--- src/rtl/ex_divider_pkg.sv ---
// ex_divider_pkg: divider state encodings, divide-by-zero result, ALU op codes and a magnitude helper
package ex_divider_pkg;
   localparam int DIV_W = 32;
   localparam int DIV_CNT_W = 6;
   localparam logic [DIV_W-1:0] DIV_ZERO_QUOT = '1;
   localparam logic [7:0] ALU_DIV = 8'b0001_1010;
   localparam logic [7:0] ALU_DIVU = 8'b0001_1011;
   typedef enum logic [1:0] {DIV_IDLE = 2'd0, DIV_CALC = 2'd1, DIV_DONE = 2'd2} div_state_e;
   function automatic logic [DIV_W-1:0] div_mag(input logic [DIV_W-1:0] v, input logic s);
      return s & v[DIV_W-1] ? -v : v;
   endfunction
endpackage

--- src/rtl/ex_divider_if.sv ---
// ex_divider_if: EX-stage divider bus; master drives flush/start/sign/opr1/opr2/hold, slave returns stall_req/done/quot/rem
interface ex_divider_if
   import ex_divider_pkg::*;
#(
   parameter int WIDTH = DIV_W
);
   logic flush;
   logic start;
   logic sign;
   logic hold;
   logic [WIDTH-1:0] opr1;
   logic [WIDTH-1:0] opr2;
   logic stall_req;
   logic done;
   logic [WIDTH-1:0] quot;
   logic [WIDTH-1:0] rem;
   modport master (output flush, start, sign, hold, opr1, opr2, input stall_req, done, quot, rem);
   modport slave (input flush, start, sign, hold, opr1, opr2, output stall_req, done, quot, rem);
endinterface

--- src/rtl/ex_divider.sv ---
// ex_divider: radix-2 restoring DIV/DIVU, one quotient bit per cycle; ports clk, rst (async, active-high), bus (ex_divider_if.slave)
module ex_divider
   import ex_divider_pkg::*;
#(
   parameter int WIDTH = DIV_W,
   parameter int CNT_W = DIV_CNT_W
) (
   input logic clk,
   input logic rst,
   ex_divider_if.slave bus
);
   div_state_e r_state, w_next;
   logic [CNT_W-1:0] r_cnt;
   logic [WIDTH-1:0] r_dvd, r_dvs, r_prem, r_quot, r_rem;
   logic r_qneg, r_rneg;
   logic [WIDTH:0] w_sh, w_diff;
   logic w_borrow, w_last;
   logic [WIDTH-1:0] w_q, w_r;
   assign w_sh = {r_prem, r_dvd[WIDTH-1]};
   assign w_diff = w_sh - {1'b0, r_dvs};
   assign w_borrow = w_diff[WIDTH];
   assign w_q = {r_dvd[WIDTH-2:0], ~w_borrow};
   assign w_r = w_borrow ? w_sh[WIDTH-1:0] : w_diff[WIDTH-1:0];
   assign w_last = r_cnt == CNT_W'(WIDTH - 1);
   assign bus.done = r_state == DIV_DONE;
   assign bus.stall_req = bus.start & (r_state != DIV_DONE);
   assign bus.quot = r_quot;
   assign bus.rem = r_rem;
   always_ff @(posedge clk or posedge rst)
      if (rst) r_state <= DIV_IDLE;
      else r_state <= w_next;
   always_comb begin
      w_next = r_state;
      case (r_state)
         DIV_IDLE: w_next = bus.start ? (bus.opr2 == '0 ? DIV_DONE : DIV_CALC) : DIV_IDLE;
         DIV_CALC: w_next = w_last ? DIV_DONE : DIV_CALC;
         DIV_DONE: w_next = bus.hold ? DIV_DONE : DIV_IDLE;
         default: w_next = DIV_IDLE;
      endcase
      if (bus.flush) w_next = DIV_IDLE;
   end
   always_ff @(posedge clk or posedge rst)
      if (rst) begin
         r_cnt <= '0;
         r_dvd <= '0;
         r_dvs <= '0;
         r_prem <= '0;
         r_quot <= '0;
         r_rem <= '0;
         r_qneg <= 1'b0;
         r_rneg <= 1'b0;
      end else if (!bus.flush) begin
         if (r_state == DIV_IDLE && bus.start) begin
            r_dvd <= div_mag(bus.opr1, bus.sign);
            r_dvs <= div_mag(bus.opr2, bus.sign);
            r_prem <= '0;
            r_cnt <= '0;
            r_qneg <= bus.sign & (bus.opr1[WIDTH-1] ^ bus.opr2[WIDTH-1]);
            r_rneg <= bus.sign & bus.opr1[WIDTH-1];
            if (bus.opr2 == '0) begin
               r_quot <= DIV_ZERO_QUOT;
               r_rem <= bus.opr1;
            end
         end else if (r_state == DIV_CALC) begin
            r_dvd <= w_q;
            r_prem <= w_r;
            r_cnt <= r_cnt + 1'b1;
            if (w_last) begin
               r_quot <= r_qneg ? -w_q : w_q;
               r_rem <= r_rneg ? -w_r : w_r;
            end
         end
      end
endmodule

--- src/flat_wrapper.sv ---
// flat-port wrapper written by rule: the top's interface ports become plain ports
module ex_divider_flat import ex_divider_pkg::*;
#(
   parameter int WIDTH = DIV_W,
   parameter int CNT_W = DIV_CNT_W
)
  (clk, rst, bus_flush, bus_start, bus_sign, bus_hold, bus_opr1, bus_opr2, bus_stall_req, bus_done, bus_quot, bus_rem);
  ex_divider_if #(.WIDTH(WIDTH)) bus_i ();
  input logic clk;
  input logic rst;
  input wire logic [$bits(bus_i.flush)-1:0] bus_flush;
  input wire logic [$bits(bus_i.start)-1:0] bus_start;
  input wire logic [$bits(bus_i.sign)-1:0] bus_sign;
  input wire logic [$bits(bus_i.hold)-1:0] bus_hold;
  input wire logic [$bits(bus_i.opr1)-1:0] bus_opr1;
  input wire logic [$bits(bus_i.opr2)-1:0] bus_opr2;
  output wire logic [$bits(bus_i.stall_req)-1:0] bus_stall_req;
  output wire logic [$bits(bus_i.done)-1:0] bus_done;
  output wire logic [$bits(bus_i.quot)-1:0] bus_quot;
  output wire logic [$bits(bus_i.rem)-1:0] bus_rem;
  assign bus_i.flush = bus_flush;
  assign bus_i.start = bus_start;
  assign bus_i.sign = bus_sign;
  assign bus_i.hold = bus_hold;
  assign bus_i.opr1 = bus_opr1;
  assign bus_i.opr2 = bus_opr2;
  assign bus_stall_req = bus_i.stall_req;
  assign bus_done = bus_i.done;
  assign bus_quot = bus_i.quot;
  assign bus_rem = bus_i.rem;
  ex_divider #(.WIDTH(WIDTH), .CNT_W(CNT_W)) u_core (.clk(clk), .rst(rst), .bus(bus_i));
endmodule
--- config.mk ---
export PLATFORM = sky130hd
export DESIGN_NAME = ex_divider_flat
export DESIGN_NICKNAME = d
export VERILOG_FILES = /design/src/rtl/ex_divider_pkg.sv /design/src/rtl/ex_divider_if.sv /design/src/rtl/ex_divider.sv /design/src/flat_wrapper.sv
export SDC_FILE = /design/constraint.sdc
export NUM_CORES = 1
export LEC_CHECK = 0
export ABC_AREA = 1
export BUFFER_PORTS_ARGS = -buffer_cell sky130_fd_sc_hd__buf_2
export CAP_MARGIN = 20
export CORE_ASPECT_RATIO = 0.7
export CORE_MARGIN = 1
export CORE_UTILIZATION = 52
export DETAILED_ROUTE_END_ITERATION = 7
export PLACE_DENSITY = 0.74
export RECOVER_POWER = 25
export SLEW_MARGIN = 25
export SYNTH_ARGS = -nofsm -noshare
export SYNTH_HDL_FRONTEND = slang
export SYNTH_SLANG_ARGS = --single-unit
--- constraint.sdc ---
create_clock -name clk -period 6.1 [get_ports clk]
set_input_delay 1.22 -clock clk [delete_from_list [all_inputs] [get_ports clk]]
set_output_delay 1.22 -clock clk [all_outputs]
set_load 0.01 [all_outputs]
==> results of run 1 <==
power breakdown:
group          total [mW]  internal [mW]  switching (mW)  leakage [nW]
Clock                1.09          0.575           0.513         0.262
Sequential           1.68           1.42           0.257          2.04
Combinational        4.71           1.43            3.27          5.64
worst max-delay path: cells and delay by family, from the launching register on:
kind,cells,cell delay [ns]
buf+inv,4,0.31
flops,1,0.38
compound gates,3,0.61
fa+ha+maj,3,0.83
simple gates,19,2.98
state kept, by name (all words and copies together) (netlist names):
| signal | count |
|---|---|
| u_core.bus.rem | 32 |
| u_core.r_prem | 32 |
| u_core.r_dvd | 32 |
| u_core.bus.quot | 32 |
| u_core.r_dvs | 32 |
| u_core.r_rneg | 1 |
| u_core.r_cnt | 6 |
| u_core.r_qneg | 1 |
| u_core.r_state | 2 |
cells by family after synthesis:
group,Yosys count
flops,170
buf+inv,401
xor+xnor,45
mux,1
simple gates,1203
fa+ha+maj,38
compound gates,306
how the worst min path moves through the flow:
stage	end	slack, ns	cells after the start
after global routing	u_core.bus.quot[17]	0.51	2
after global placement	u_core.bus.quot[21]	0.46	2
after CTS	u_core.bus.quot[23]	0.49	2
final	u_core.bus.quot[23]	0.48	2
after detailed placement	u_core.bus.quot[23]	0.47	2
after floorplan	u_core.r_dvs[31]	0.45	2
per-stage QoR:
stage	cell area (µm²)	worst slack (ns)
after floorplan	13600	0.277
after global placement	14500	1.30
after detailed placement	14500	1.04
after CTS	15000	1.01
after global routing	15000	0.453
final	15000	0.881
layout make-up:
class                      instances  area share [%]
clock inverter                    13           0.784
clock buffer                      19            2.95
multi-input combinational       1593            51.8
sequential                       170            28.3
timing repair buffer             149            5.16
inverter                         327            8.19
tap                              331            2.76
antenna                            1          0.0167
cell usage in the layout, fill, tap and decap left out, drive strengths merged, types with 5 or more instances in the layout:
master    instances
a21oi            77
a31oi            18
buf             147
clkbuf           21
clkinvlp          6
dfrtp           170
ha               37
inv             329
nand2           688
nand3           178
nand3b            9
nand4            22
nor2            265
nor3             24
nor4              5
o211ai           19
o21ai           118
o221ai            7
o22ai            36
o311ai           13
o31ai             5
or2               5
xnor2            11
xor2             34
layer usage:
layer,wire [µm],up-vias,global-route usage (%)
li1,-,7106,-
met1,22300,6662,51.8
met2,17500,614,46.8
met3,4120,54,7.05
met4,688,0,7.61
met5,0,-,0
==> results.md, run 1 <==
* Slew Limit Headroom at -134%
* Synth top area cells: dfrtp_1 31%, nand2_1 18%, inv_1 8.8%
* Most frequent cell after synthesis: nand2_1
* Nature of the critical path endpoint: flop
* VDD IR max at 0.000261 V
* Setup TNS at 0 ns
* Fin crit period at 5.22 ns
* Largest net degree at the start of global routing at 83
* Most frequent CP cell: nand2_1
* Min-delay src: u_core.bus.quot[23]
* Post-detail-place hpwl at 34.4 mm
* Hold Buf Count CTS at 0
* Starting Density at 53.0%
* Die area at 26800 µm²
* Syn avg cell area at 6.29 µm²
* Reg-to-reg endpoint: u_core.bus.quot[28]
* Critical Path RT at 6.43 ns
* Yosys top cell area share at 31.2%
* Synth Area in XOR/XNOR at 2.89%
* R2r worst-path depth at 29
* Area growth, synth to finish at 10.2%
* Library cells used by synthesis at 55
* DRT iter0 DRCs at 1515
* Initial antenna violation count at 1
* Post-CTS Setup Bufs at 0
* All-Layer GR Usage at 33.5%
* Syn nets at 2272
* CTS sink count at 170
* Inst Count DP at 2570
* Wire per inst at 17.1 µm
* RePlAce Congestion at 0.955
* Maximum clock path buffer count at 2
* FP Rows at 49
* Measured slew at the worst slew-check pin at 3.49 ns
* Failing checks: capacitance limit, slew limit
* Post-Route WL at 44.6 mm
* Leak Pwr at 7.94 nW
* Final nets at 2366
* Final Util at 58.4%
* First-pass GRT wire length at 69.3 mm
* Predominant post-synthesis flop cell: dfrtp_1
* Non-Filler Instances at 2603
* Adder-cell share of the synthesized area at 3.55%
* Fmax at 192 MHz
* CP Class: flop to flop
* Synth warn at 0
* Synthesized cell area at 13600 µm²
* CP arrival at 5.55 ns
* Synthesized netlist cell count at 2164
* CP endpoint: u_core.bus.quot[28]
* Die width at 195 µm
* Total power draw at 7.47 mW
* Slew Limit Fails at 77
* Simple-Gate Fraction of Synth Area at 37.4%
* Final Hold Slack at 0.484 ns
* Worst-Skew Late Latency at 0.45 ns
* Clock buffers created by TritonCTS at 17
* Final critical-path share of the clock period at 85.6%
* Remaining DRCs at 0
* Root Buffer: clkbuf_16
* Multi-input gate area at 7770 µm²
* Seq. cell area at 4250 µm²
* Die Ht at 137 µm
* Max incr delay on CP at 0.50 ns
* Final setup viols at 0
* Mean number of vias per cell at 5.55
* Critical path peak fanout at 43
* Via count at 14.4k
* Post-synth top area cell: dfrtp_1
* Complex-gate fraction of the synthesized area at 13.2%
* CTS tree: done
* Sequential-to-total area share from yosys stat at 31.2%
* Post_cts resized at 0
* Setup slack, reg-to-reg at 0.88 ns
* Share of cells above drive strength 1 at 10.2%
* EDFF count, synth at 0
* Fraction of registers with async set/reset at 100%
* Drt pass-1 iters at 5
* Slowest CP cell: nand2_4
* H-tree depth at 4
* Port bufs at 135
* Mux contribution to synthesized area at 0.0735%
* PwrDens at 498 nW/µm²
* #FFs+latches synth at 170
* Synth cell count leaders: 669 x nand2_1, 319 x inv_1, 258 x nor2_1
* Filler cells at 2586
* Main combinational cell family by area after synthesis: simple AND/OR/NAND/NOR gates
* Ports at 136
* Antenna viol nets, final at 0
* Overflow after GRT at 0
* Core Area at 25700 µm²
* Worst-path clk slew at 0.07 ns
* Outcome: finished with violations
* Critical Path Source Type: flop
* Vias in the first global route at 12.8k
* Hold Path Class: flop to flop
* Max-Cap Viols at 1
* Final-report hold violation count at 0
* R2R Path Start: u_core.r_dvd[31]
* RSZ-0062 raised after global routing: no
* Final Skew at 0.0144 ns
* Worst setup path start: u_core.r_dvd[31]
(Power assumes the default switching activity.)
==> run 2: changes to the inputs <==
- CAP_MARGIN: 20 -> 0
- CORE_ASPECT_RATIO: 0.7 -> 0.75
- GPL_TIMING_DRIVEN: unset -> 0
==> run 2 against run 1 <==
The flow still finishes with violations (capacitance limit, slew limit). Setup slack got worse by 0.19 ns. Die area barely moved. Combinational power rose by 6.6%. Non-clock buffer count rose by 61. Critical path depth rose by 1. Highest routed layer unchanged.
==> results.md, run 2 (same netlist as run 1, synthesis figures left out) <==
* Outcome: finished with violations
* Failing checks: capacitance limit, slew limit
* Overflow after GRT at 0 (unchanged)
* Fmax at 185 MHz (-3.5%)
* Final Skew at 0.0107 ns (-0.00375 ns)
* Slew Limit Headroom at -147% (-13 points)
* Placed Area at 14700 µm² (+1.9%)
* Psw at 4.25 mW (+5.0%)
* Inst Count DP at 2638 (+2.6%)
* Largest net degree at the start of global routing at 91 (+9.6%)
* Final critical-path share of the clock period at 88.7% (+3.1 points)
* Vias in the first global route at 13.4k (+5.1%)
* First-pass GRT wire length at 76.0 mm (+9.6%)
* Post-CTS Setup Bufs at 0 (unchanged)
* Net Sw Frac at 54.4% (+0.28 points)
* Pre-CTS WS at 0.935 ns (-0.109 ns)
* Setup TNS at 0 ns (unchanged)
* Critical Path Source Type: flop
* Leak Pwr at 8.08 nW (+1.7%)
* Final-report hold violation count at 0 (unchanged)
* Die width at 189 µm (-3.4%)
* Starting Density at 53.7% (+0.74 points)
* Sequential share of power at 21.7% (-0.8 points)
* Hold Buf Count CTS at 0 (unchanged)
* Setup slack, reg-to-reg at 0.69 ns (-0.19 ns)
* Design Area, Final at 15300 µm² (+2.0%)
* Most frequent CP cell: nand2_1
* Core Area at 25300 µm² (-1.4%)
* All-Layer GR Usage at 37.5% (+4.0 points)
* ANT cells at 0 (-1)
* CTS sink count at 170 (unchanged)
* Clock buffers created by TritonCTS at 17 (unchanged)
* Worst setup margin at 0.692 ns (-0.190 ns)
* CP Class: flop to flop
* Filler cells at 2518 (-2.6%)
* CTS tree: done
* Non-Filler Instances at 2670 (+2.6%)
* Mean number of vias per cell at 5.73 (+3.4%)
* Maximum clock path buffer count at 2 (unchanged)
* Max-Cap Viols at 1 (unchanged)
* Root Buffer: clkbuf_16
* RePlAce Congestion at 1.01 (+6.2%)
* Die area at 26800 µm² (about the same)
* Die Ht at 142 µm (+3.5%)
* Wire per inst at 18.8 µm (+9.6%)
* Ports at 136 (unchanged)
* CP endpoint: u_core.bus.quot[28]
* CP arrival at 5.74 ns (+0.19 ns)
* Remaining DRCs at 0 (unchanged)
* Slowest CP cell: dfrtp_1
* Worst setup path start: u_core.r_dvd[31]
* Area growth, synth to finish at 12.5%
* FP Rows at 50 (+2.0%)
* Internal Dissipation at 3.56 mW (+3.8%)
* Nature of the critical path endpoint: flop
* Reg-to-reg endpoint: u_core.bus.quot[28]
* Worst-path clk slew at 0.07 ns (about the same)
* Total power draw at 7.80 mW (+4.4%)
* Critical Path RT at 6.43 ns (about the same)
* PwrDens at 510 nW/µm² (+2.3%)
* Final setup viols at 0 (unchanged)
* RSZ-0062 raised after global routing: no
* Critical path peak fanout at 10 (-77%)
* Initial antenna violation count at 0 (-1)
* Post-detail-place hpwl at 40.1 mm (+17%)
* Max incr delay on CP at 0.46 ns (-0.04 ns)
* Commonest non-fill, non-tap cells in the layout: 669 x nand2_1, 319 x inv_1, 258 x nor2_1
* H-tree depth at 4 (unchanged)
* Antenna viol nets, final at 0 (unchanged)
* Hold Path Class: flop to flop
* Fin crit period at 5.41 ns (+0.190 ns)
* VDD IR max at 0.000369 V (+41%)
* R2R Path Start: u_core.r_dvd[31]
* Measured slew at the worst slew-check pin at 3.70 ns (+0.206 ns)
* Comb power frac at 64.3% (+1.3 points)
* Port bufs at 135 (unchanged)
* DRT iter0 DRCs at 1920 (+27%)
* Share of cells above drive strength 1 at 10.3% (+0.16 points)
* Commonest non-fill, non-tap cell in the layout: nand2_1
* Post-Route WL at 50.1 mm (+12%)
* Drt pass-1 iters at 7 (+2)
* Post_cts resized at 0 (unchanged)
* Worst-Skew Late Latency at 0.45 ns (about the same)
* Final nets at 2427 (+2.6%)
* R2r worst-path depth at 30 (+3.4%)
* Slew Limit Fails at 90 (+17%)
* Via count at 15.3k (+6.0%)
* Clk pwr share at 14.0% (-0.6 points)
-- run 2: how the worst min path moves through the flow --
| stage | from | to | slack (ns) | cells after the start |
|---|---|---|---|---|
| CTS | u_core.bus.quot[23] | u_core.bus.quot[23] | 0.48 | 2 |
| floorplan | u_core.r_dvs[31] | u_core.r_dvs[31] | 0.45 | 2 |
| finish | u_core.bus.quot[27] | u_core.bus.quot[27] | 0.48 | 2 |
| global route | u_core.bus.quot[27] | u_core.bus.quot[27] | 0.50 | 2 |
| detailed placement | u_core.bus.quot[23] | u_core.bus.quot[23] | 0.46 | 2 |
| global placement | u_core.bus.quot[23] | u_core.bus.quot[23] | 0.46 | 2 |
-- run 2: final cells by class --
| cell class | count | area, µm² | share of cell area, % |
|---|---|---|---|
| Multi-Input combinational cell | 1593 | 7780 | 50.8 |
| Clock buffer | 20 | 457 | 2.98 |
| Sequential cell | 170 | 4250 | 27.8 |
| Buffer | 74 | 357 | 2.33 |
| Inverter | 327 | 1230 | 8.01 |
| Timing Repair Buffer | 136 | 703 | 4.59 |
| Clock inverter | 12 | 116 | 0.760 |
| Tap cell | 338 | 423 | 2.76 |
-- run 2: critical path: cells and delay by family, from the launching register on --
family                   cells  cell delay [ns]
AND/OR/NAND/NOR             19             2.64
adder cells (fa/ha/maj)      3             0.84
buffers and inverters        5             0.71
AO/OA/AOI/OAI                3             0.64
flip-flops                   1             0.46
-- run 2: layer usage --
metal | routed length, µm | up-vias | global-route usage [%]
met5 | 0 | - | 0
met4 | 818 | 0 | 7.98
met3 | 6920 | 77 | 12.7
met2 | 18900 | 928 | 49.7
met1 | 23500 | 7048 | 57.5
li1 | - | 7255 | -
-- run 2: power groups by stage --
stage               logic, mW  registers, mW  clock network (mW)
global placement         4.76           1.69                   0
CTS                      4.86           1.68                1.09
detailed placement       4.83           1.70                   0
floorplan                3.40           1.67                   0
global route             5.54           1.72                1.14
finish                   5.02           1.69                1.09
-- run 2: per-stage QoR --
step                hold slack [ns]  utilization, %
floorplan                     0.452               -
global placement              0.462            58.1
detailed placement            0.463            58.2
CTS                           0.482            60.5
global route                  0.499            60.4
finish                        0.477            60.4
